### src/rtl/parking_occupancy_counter.sv
// Parking lot occupancy counter with edge-detected enter/exit events,
// saturating count, sticky fault flags and an OPEN/FULL/FAULT lot FSM.
module parking_occupancy_counter #(
    parameter int CAPACITY = 10,
    parameter int CNT_W    = 4
) (
    input  logic             clk,
    input  logic             rst_n,
    input  logic             enter,
    input  logic             exit,
    input  logic             load,
    input  logic [CNT_W-1:0] load_val,
    input  logic             err_clr,
    output logic [CNT_W-1:0] count,
    output logic [CNT_W-1:0] free,
    output logic             full,
    output logic             empty,
    output logic             avail,
    output logic             ovf_err,
    output logic             unf_err
);

    localparam logic [CNT_W-1:0] CAP = CNT_W'(CAPACITY);

    typedef enum logic [1:0] {
        S_OPEN  = 2'd0,
        S_FULL  = 2'd1,
        S_FAULT = 2'd2
    } state_t;

    state_t           state;
    state_t           state_n;
    logic             enter_r;
    logic             enter_r2;
    logic             exit_r;
    logic             exit_r2;
    logic             ent_ev;
    logic             ext_ev;
    logic [CNT_W-1:0] cnt_n;
    logic             ovf_set;
    logic             unf_set;
    logic             ovf_n;
    logic             unf_n;

    assign ent_ev = enter_r & ~enter_r2;
    assign ext_ev = exit_r & ~exit_r2;

    // Register and delay the gate levels so each high level yields one event
    always_ff @(posedge clk or negedge rst_n) begin
        if (!rst_n) begin
            enter_r  <= 1'b0;
            enter_r2 <= 1'b0;
            exit_r   <= 1'b0;
            exit_r2  <= 1'b0;
        end else begin
            enter_r  <= enter;
            enter_r2 <= enter_r;
            exit_r   <= exit;
            exit_r2  <= exit_r;
        end
    end

    // Next count: load preset wins, simultaneous events cancel, saturate at ends
    always_comb begin
        cnt_n   = count;
        ovf_set = 1'b0;
        unf_set = 1'b0;
        if (load) begin
            cnt_n = (load_val > CAP) ? CAP : load_val;
        end else if (ent_ev && !ext_ev) begin
            if (count < CAP) cnt_n = count + 1'b1;
            else             ovf_set = 1'b1;
        end else if (ext_ev && !ent_ev) begin
            if (count != '0) cnt_n = count - 1'b1;
            else             unf_set = 1'b1;
        end
    end

    assign ovf_n = ovf_set | (ovf_err & ~err_clr);
    assign unf_n = unf_set | (unf_err & ~err_clr);

    // Count, derived status and sticky flags all update on the same edge
    always_ff @(posedge clk or negedge rst_n) begin
        if (!rst_n) begin
            count   <= '0;
            free    <= CAP;
            full    <= 1'b0;
            empty   <= 1'b1;
            ovf_err <= 1'b0;
            unf_err <= 1'b0;
        end else begin
            count   <= cnt_n;
            free    <= CAP - cnt_n;
            full    <= (cnt_n == CAP);
            empty   <= (cnt_n == '0);
            ovf_err <= ovf_n;
            unf_err <= unf_n;
        end
    end

    // Lot state register
    always_ff @(posedge clk or negedge rst_n) begin
        if (!rst_n) state <= S_OPEN;
        else        state <= state_n;
    end

    // Lot next state from the upcoming count and flags
    always_comb begin
        state_n = state;
        unique case (state)
            S_OPEN: begin
                if (ovf_n || unf_n)    state_n = S_FAULT;
                else if (cnt_n == CAP) state_n = S_FULL;
                else                   state_n = S_OPEN;
            end
            S_FULL: begin
                if (ovf_n || unf_n)   state_n = S_FAULT;
                else if (cnt_n < CAP) state_n = S_OPEN;
                else                  state_n = S_FULL;
            end
            S_FAULT: begin
                if (ovf_n || unf_n)     state_n = S_FAULT;
                else if (cnt_n == CAP)  state_n = S_FULL;
                else                    state_n = S_OPEN;
            end
            default: state_n = S_OPEN;
        endcase
    end

    // Sign lamp lit only while the lot is open
    always_comb begin
        avail = (state == S_OPEN);
    end

endmodule
### config.mk
export PLATFORM = sky130hd
export DESIGN_NAME = parking_occupancy_counter
export DESIGN_NICKNAME = d
export VERILOG_FILES = /design/src/rtl/parking_occupancy_counter.sv
export SDC_FILE = /design/constraint.sdc
export NUM_CORES = 1
export LEC_CHECK = 0
export ABC_AREA = 0
export BUFFER_PORTS_ARGS = -buffer_cell sky130_fd_sc_hd__buf_2
export CORE_MARGIN = 2
export CORE_UTILIZATION = 45
export CTS_CLUSTER_SIZE = 10
export DETAILED_ROUTE_END_ITERATION = 8
export PLACE_DENSITY = 0.69
export REMOVE_ABC_BUFFERS = 1
export SLEW_MARGIN = 20
export SYNTH_ARGS = -nofsm -noshare
export SYNTH_HDL_FRONTEND = slang
export SYNTH_SLANG_ARGS = --single-unit
### constraint.sdc
create_clock -name clk -period 5.85 [get_ports clk]
set_clock_uncertainty 0.1 [all_clocks]
set_input_delay 1.17 -clock clk [delete_from_list [all_inputs] [get_ports clk]]
set_output_delay 1.17 -clock clk [all_outputs]
set_load 0.02 [all_outputs]
==> summary.txt <==
hold path start: enter_r
CTS tree: yes
worst skew pair latency: 290 ps
DRT Wirelength: 1670 um
Fmax: 0.378 GHz
iteration count of the initial detailed-routing pass: 4
post-synthesis compound-gate area fraction: 17.8%
vias per cell: 5.01
RSZ-0062 raised after global routing: false
fin crit share: 45.2%
CP max-delay cell: or3b_1
post-CTS setup buffer count: 0
CTS H-tree depth: 1
Routed Antenna Nets: 0
Final Max Tran Viols: 0
antenna violations before repair: 0
Synth Area in Adders: 6.41%
CP Capture Type: flop
Yosys reg bits: 17
WP buf/inv: 2
status: completed
Clk pin slew, worst setup/hold paths: 100 ps
Ys Warns: 0
Worst VDD drop: 0.000231 V
crit path DAT: 2700 ps
critical path depth: 9
final core occ: 55.5%
power per cell area: 270 nW/um2
cell family with most CP delay: simple AND/OR/NAND/NOR gates
row cnt: 16
gr usage total: 15.6%
Distinct cells, synth: 42
global route total overflow: 0
Final nets: 128
crit start category: primary input
Synth Area in XOR/XNOR: 1.79%
wire length per cell: 12.0 um
simple-gate share of the synthesized area: 19.6%
FFs w/ async S/R, synth: 100%
largest net degree at the start of global routing: 18
Max-cap violations: 0
first-pass GRT wire length: 2990 um
post-cts resize count: 0
die height: 50.6 um
Die Area: 2560 um2
commonest cells after routing, fill and taps aside: buf_2, dfrtp_1, inv_1, ha_1, nand2_1
Synth Instances: 90
CP peak stage delay: 400 ps
main combinational cell family by area after synthesis: simple AND/OR/NAND/NOR gates
CTS root buf: clkbuf_4
post-synthesis sequential area ratio: 44.0%
number of clock sinks: 17
worst path required time: 5910 ps
number of buffers created by CTS: 3
DR vias: 697
Max clock buf depth: 2
Starting Density: 48.8%
chip width: 50.6 um
Hold Crit Class: reg -> reg
Post-synth EDFFs: 0
Min-Delay Path Depth: 0
Top-Level Pins: 23
Finish-stage setup viols: 0
Leakage: 0.551 nW
area delta synth->final: 13.8%
CP Max Fanout: 9
Fin. Hold Viols: 0
commonest non-fill, non-tap cell in the layout: buf_2
synthesized area per cell: 10.8 um2
CTS Hold Bufs: 0
Cell Chain, Critical Path: buf_2 -> or3b_1 -> nor2_1 -> a31oi_1 -> o31ai_4 -> inv_1 -> ha_1 -> o21ai_2 -> a211oi_2
vias in the first global route: 681
mux share of post-synthesis cell area: 2.18%
Worst Reg-to-Reg Cells: 9
Synth Cell Area: 976 um2
setup_tns: 0 ps
Ant. Diodes: 0
DRC Markers: 0
Slew @ Worst Pin: 417 ps
1st-iter DRT viols: 16
# port buffers: 22
Top FF cell, synth: dfrtp_1
Worst Setup Path Type: in -> reg
Worst Setup SP: load
hpwl dp: 1310 um
clock period minus worst slack: 2640 ps
core area: 2000 um2
Slew HR: 72.2%
layout cells sized above 1: 38.4%
RePlAce Congestion: 0.888
Worst R2R Start: free[0]
## sequential cells by signal, indices dropped and copies added (netlist names)
signal	count
state	2
unf_err	1
enter_r	1
ovf_err	1
free	4
exit_r	1
exit_r2	1
enter_r2	1
count	3
full	1
empty	1
## logic make-up after synthesis
kind of cell             Yosys count
AO/OA/AOI/OAI                     20
XOR/XNOR                           2
adder cells (fa/ha/maj)            5
buffers and inverters             16
flip-flops                        17
multiplexers                       2
AND/OR/NAND/NOR                   28
## final cells by class
cell class              instances  area [um2]
repair buffers                 22         110
flip-flops and latches         17         429
well taps                      27        33.8
inverters                      12        45.0
fillers                       186         891
clock buffers                   4        26.3
multi-input cells              57         467
## metal layers
layer	global-route usage, %	routed length (um)	part of all wire [%]
met3	2.08	71	4.2
met2	22.8	724	43
met1	21.4	817	49
met4	10.8	57	3.4
met5	0	0	0
## cells in the mapped netlist, drive strengths merged (2+ instances only)
master  instances  share of area (%)
o21ai           4                2.4
dfstp           3                8.1
ha              5                6.4
and3            3                1.9
nand2b          3                2.7
a21oi           3                1.5
nand2           5                2.2
xnor2           2                1.8
nand3           3                2.1
nor4            3                3.5
inv            12                4.6
buf             4                3.6
nor3            3                1.5
dfrtp          14                 36
a221o           2                2.2
nor2            5                2.4
a211oi          3                3.3
## final timing paths
check,end,slack [ps]
max in group asynchronous,empty,4650
min in group asynchronous,exit_r2,670
worst max register to register,state[0],3500
worst min-delay path,enter_r2,330
worst min register to register,enter_r2,330
worst max-delay path,state[0],3210
## power by group
| group | internal (mW) | total [mW] | leakage [nW] | switching (mW) |
|---|---|---|---|---|
| Clock | 0.0265 | 0.0613 | 0.0150 | 0.0348 |
| Combinational | 0.0354 | 0.0904 | 0.332 | 0.0550 |
| Sequential | 0.134 | 0.148 | 0.203 | 0.0138 |
| Total | 0.196 | 0.300 | 0.551 | 0.104 |
## worst reg2reg max path, cell delays in order (launching register included)
cell      delay [ps]
dfrtp_1          480
inv_1             70
ha_1             260
a211oi_2         300
mux2i_1          360
o31ai_4          100
inv_1            110
ha_1             210
o21ai_2           80
a211oi_2         200
## stage by stage
step | cell area [um2] | total power, mW | std cells | setup WS (ps) | hold slack, ps
finish | 1110 | 0.300 | 139 | 3210 | 334
global route | 1110 | 0.321 | 139 | 3100 | 360
CTS | 1110 | 0.303 | 139 | 3210 | 340
detailed placement | 1080 | 0.242 | 135 | 2900 | 317
global placement | 1080 | 0.241 | 135 | 2960 | 317
floorplan | 941 | 0.213 | 86 | 3200 | 287
Note: power is estimated with default switching activity, not from simulation.
